**config.mk**
```make
export PLATFORM = sky130hd
export DESIGN_NAME = ysyx_24100029_wbu
export DESIGN_NICKNAME = d
export VERILOG_FILES = /design/src/rtl/ysyx_24100029_wbu.sv
export SDC_FILE = /design/constraint.sdc
export NUM_CORES = 1
export LEC_CHECK = 0
export ABC_AREA = 1
export BUFFER_PORTS_ARGS = -buffer_cell sky130_fd_sc_hd__buf_2
export CAP_MARGIN = 20
export CORE_ASPECT_RATIO = 1.2
export CORE_MARGIN = 2
export CORE_UTILIZATION = 50
export CTS_BUF_LIST = sky130_fd_sc_hd__clkbuf_2
export CTS_CLUSTER_SIZE = 40
export DETAILED_ROUTE_END_ITERATION = 10
export MAX_ROUTING_LAYER = met4
export PLACE_DENSITY = 0.84
export SLEW_MARGIN = 20
export SYNTH_ARGS = -nofsm -noshare
export SYNTH_HDL_FRONTEND = slang
export SYNTH_SLANG_ARGS = --single-unit
```
**constraint.sdc**
```tcl
create_clock -name clock -period 2.4 [get_ports clock]
set_clock_uncertainty 0.2 [all_clocks]
set_input_delay 0.72 -clock clock [delete_from_list [all_inputs] [get_ports clock]]
set_output_delay 0.72 -clock clock [all_outputs]
set_load 0.01 [all_outputs]
```
**src/rtl/ysyx_24100029_wbu.sv**
```systemverilog
// ysyx_24100029_wbu: write-back stage with a single-entry holding register that commits to the register file and CSRs.
//   clock, reset             rising-edge clock, synchronous active-high reset
//   valid_last / ready_last  upstream handshake; the slot frees in the same cycle it commits
//   mem_ren, R_wen, rd, rd_value, LSU_Rdata, csr_wen, Ex_result, jump_flag  retiring instruction fields
//   stall                    holds the commit
//   rf_*, csr_*              commit-cycle write ports
//   fwd_*                    forwarding tap for the pending rd write
//   retire, retire_jump, instret  commit pulse and committed-instruction count
module ysyx_24100029_wbu #(
  parameter int CNT_W     = 64,
  parameter int RF_ADDR_W = 5
) (
  input  logic                 clock,
  input  logic                 reset,
  input  logic                 valid_last,
  output logic                 ready_last,
  input  logic                 mem_ren,
  input  logic                 R_wen,
  input  logic [RF_ADDR_W-1:0] rd,
  input  logic [31:0]          rd_value,
  input  logic [31:0]          LSU_Rdata,
  input  logic [3:0]           csr_wen,
  input  logic [31:0]          Ex_result,
  input  logic                 jump_flag,
  input  logic                 stall,
  output logic                 rf_wen,
  output logic [RF_ADDR_W-1:0] rf_waddr,
  output logic [31:0]          rf_wdata,
  output logic [3:0]           csr_we,
  output logic [31:0]          csr_wdata,
  output logic                 fwd_valid,
  output logic [RF_ADDR_W-1:0] fwd_rd,
  output logic [31:0]          fwd_data,
  output logic                 retire,
  output logic                 retire_jump,
  output logic [CNT_W-1:0]     instret
);
  logic                 full, r_wen_q, jump_q, com, acc, rd_nz;
  logic [RF_ADDR_W-1:0] rd_q;
  logic [31:0]          wdata_q, csr_data_q;
  logic [3:0]           csr_wen_q;
  // a pending instruction caught by reset is dropped, never committed
  assign com         = full & ~stall & ~reset;
  assign ready_last  = ~full | com;
  assign acc         = valid_last & ready_last;
  assign rd_nz       = rd_q != '0;
  assign rf_wen      = com & r_wen_q & rd_nz;
  assign rf_waddr    = rd_q;
  assign rf_wdata    = wdata_q;
  assign csr_we      = com ? csr_wen_q : 4'b0;
  assign csr_wdata   = csr_data_q;
  assign fwd_valid   = full & r_wen_q & rd_nz;
  assign fwd_rd      = rd_q;
  assign fwd_data    = wdata_q;
  assign retire      = com;
  assign retire_jump = com & jump_q;
  always_ff @(posedge clock) begin
    if (reset) begin
      full       <= 1'b0;
      r_wen_q    <= 1'b0;
      jump_q     <= 1'b0;
      rd_q       <= '0;
      wdata_q    <= '0;
      csr_wen_q  <= '0;
      csr_data_q <= '0;
      instret    <= '0;
    end else begin
      full <= acc | (full & ~com);
      if (acc) begin
        r_wen_q    <= R_wen;
        jump_q     <= jump_flag;
        rd_q       <= rd;
        wdata_q    <= mem_ren ? LSU_Rdata : rd_value;
        csr_wen_q  <= csr_wen;
        csr_data_q <= Ex_result;
      end
      if (com) instret <= instret + CNT_W'(1);
    end
  end
endmodule

```
==> results.toml <==
[die]
initial_core_util = 0.5060
die_area_um2 = 15450
row_count = 48
dieHeight_um = 135.8
die_x_um = 113.8
core_um2 = 14290
io_pins = 291

[critical_path]
endpoint_kind = "output pin"
path_cells = "nor3_2, nor3b_2, buf_4, nor2_1, buf_2"
worstPathRequired_ns = 1.48
start_kind = "flip-flop"
crit_path_max_fanout = 2
path_class = "flip-flop to output pin"
r2r_slack_ns = 0.18
crit_slowest_cell = "dfxtp_2"
slowest_delay_ns = 0.40
crit_arrival_ns = 1.85
rr_worst_depth = 11

[pwr]
combinationalPowerShare = 0.168
power.total_mw = 4.879
clkPwrFrac = 0.316
p_int_mw = 3.318
ir_worst_vdd_mv = 0.4866
p_per_area_nw_per_um2 = 498.2
switching_share = 0.3200
p_sw_mw = 1.561
pwr-share-seq = 0.516
p_leak_nw = 4.595

[clock_network]
clock_sinks = 140
ctsRootBufferMaster = "clkbuf_2"
cts_tree = "built"
clk_pin_slew_worst_paths_ns = 0.26
htree_levels = 4
clockBufferDepth = 2
clock_latency_ns = 0.76
cts_buffers = 17

[grt]
grtUsageTotal = 0.3629
grt_pass1_vias = 8142
grt-ovfl-total = 0
grt_max_degree = 92
antenna_found_initial = 3
grt_pass1_wl_um = 41990

[route]
vias = 8682
wl_per_cell_um = 17.23
antenna_left = 0
vias_per_cell = 5.323
wl_um = 28100
drc = 0
dr.pass1.iters = 7
drt_iter0_drc = 634

[logic_synthesis]
synth_cells = 1122
yosysMostFrequentCell = "nor2_1"
synth_common_cells = "nor2_1, nand2_1, dfxtp_1, inv_1, a21oi_1"
syn_nets = 1235
yosys_warnings = 0
syn_area_um2 = 7233
synth_edf_count = 0
avgSynthCellArea_um2 = 6.447
yosysTopAreaCell = "dfxtp_1"
synth_area_leaders = "dfxtp_1, nor2_1, nand2_1"
ys_seq_area_frac = 0.3875
synth-main-ff-cell = "dfxtp_1"
synth_top_area_share = 0.3875
async_flop_share = 0
synth_seq_cells = 140
synth_cell_types = 35

[timing]
max_slew.worst_pin.slew_ns = 0.5117
finalSetupViolations = 11
period_share = 1.155
final.setup.tns_ns = -1.817
fmaxAchievable_mhz = 360.8
slew-limit-headroom = 0.6589
final_hold_viol_count = 0
rsz0062_at_grt = "true"
drv_slew = 0
setup_ws_ns = -0.3713
whs_ns = 0.03590
fin_crit_ns = 2.771

[hold_path]
worstHoldPathCells = 3
hold_class = "primary input to flip-flop"

[run_status]
status = "finished with violations"
violations = "negative setup slack"

[finish]
fin_nets = 1553
finalNonFillerCells = 1631
area_growth_pct = 35.39
finalCoreUtilization = 0.6851
drive_above_1_share = 0.2980

[place]
dp_cells = 1533
dp_hpwl_um = 19620
portBuffers = 290
gp_congestion = 1.060

[job]
cap_violations = 0
[critical path: cells and delay by family, from the launching register on]
family / cells / cell delay [ns]
buffers and inverters: 2 / 0.26
and+or+nand+nor: 3 / 0.41
DFF: 1 / 0.40
[logic make-up after synthesis]
logic type                 share of synthesized area
buffers and inverters                         0.1226
DFF                                           0.3875
adders and majority gates                   0.001730
and+or+nand+nor                               0.3354
xor gates and xnor gates                    0.006054
AOI/OAI and AO/OA                             0.1467
[stage by stage]
stage / worst slack [ns] / instance area, um2
after floorplan: 0.03951 / 7236
after global placement: 0.01186 / 8693
after detailed placement: -0.003571 / 8693
after CTS: -0.3620 / 9508
after global routing: -0.4657 / 9793
final: -0.3713 / 9793
[sequential cells by signal (all words and copies together) (netlist names)]
signal	flops
instret	64
jump_q	1
full	1
csr_wdata	32
fwd_data	32
csr_wen_q	4
r_wen_q	1
fwd_rd	5
[power by group through the flow]
stage	registers (mW)	clock network [mW]	logic (mW)
floorplan	2.59	0	0.361
global placement	2.55	0	0.658
detailed placement	2.55	0	0.668
CTS	2.51	1.54	0.743
global route	2.53	1.63	0.886
finish	2.52	1.54	0.821
[cell usage in the layout, fill, tap and decap left out, drive strengths merged, types with 3 or more instances in the layout]
cell,Yosys,routed
buf,55,326
nor2,295,295
nand2,196,196
dfxtp,140,140
inv,115,121
o21ai,100,100
a21oi,99,99
dlygate4sd3,0,50
nand3,38,38
clkbuf,23,18
nor3,15,15
nand4,14,14
nor3b,7,7
o21bai,5,5
xor2,5,5
clkinvlp,0,5
and2,4,4
nand3b,4,4
diode,0,3
[timing repair]
item | in CTS | in global routing
hold endpoints to repair | 50 | 0
endpoints found under the setup margin | 14 | 36
pin swaps | 1 | 4
resized for setup | 13 | 57
hold buffers | 50 | 0
setup buffers | 2 | 10
gates cloned | 0 | 1
[per-layer routing]
metal	GRT usage	part of all wire	vias to the layer above
met5	-	0	-
met4	0.1883	0.050	0
met3	0.08725	0.095	97
met2	0.5948	0.48	508
met1	0.4122	0.37	3909
li1	-	-	4168
[path summary, 6_finish.rpt]
kind                                             endpoint                       from
worst max-delay path                               rf_wen     fwd_rd[1]$_SDFFE_PP0P_
worst min-delay path            fwd_data[15]$_SDFFE_PP0P_              LSU_Rdata[15]
worst max register to register   instret[50]$_SDFFE_PP0N_            full$_SDFF_PP0_
worst min register to register  csr_wdata[3]$_SDFFE_PP0P_  csr_wdata[3]$_SDFFE_PP0P_
[cell type report]
cell class | instances | area (um2)
Timing Repair Buffer | 377 | 2400
Tap cell | 175 | 219.0
Antenna cell | 3 | 7.507
Clock buffer | 17 | 85.08
Clock inverter | 15 | 180.2
Multi-Input combinational cell | 789 | 3626
Sequential cell | 140 | 2844
Inverter | 115 | 431.7
Fill cell | 1212 | 4501
Note: power is estimated with default switching activity, not from simulation.
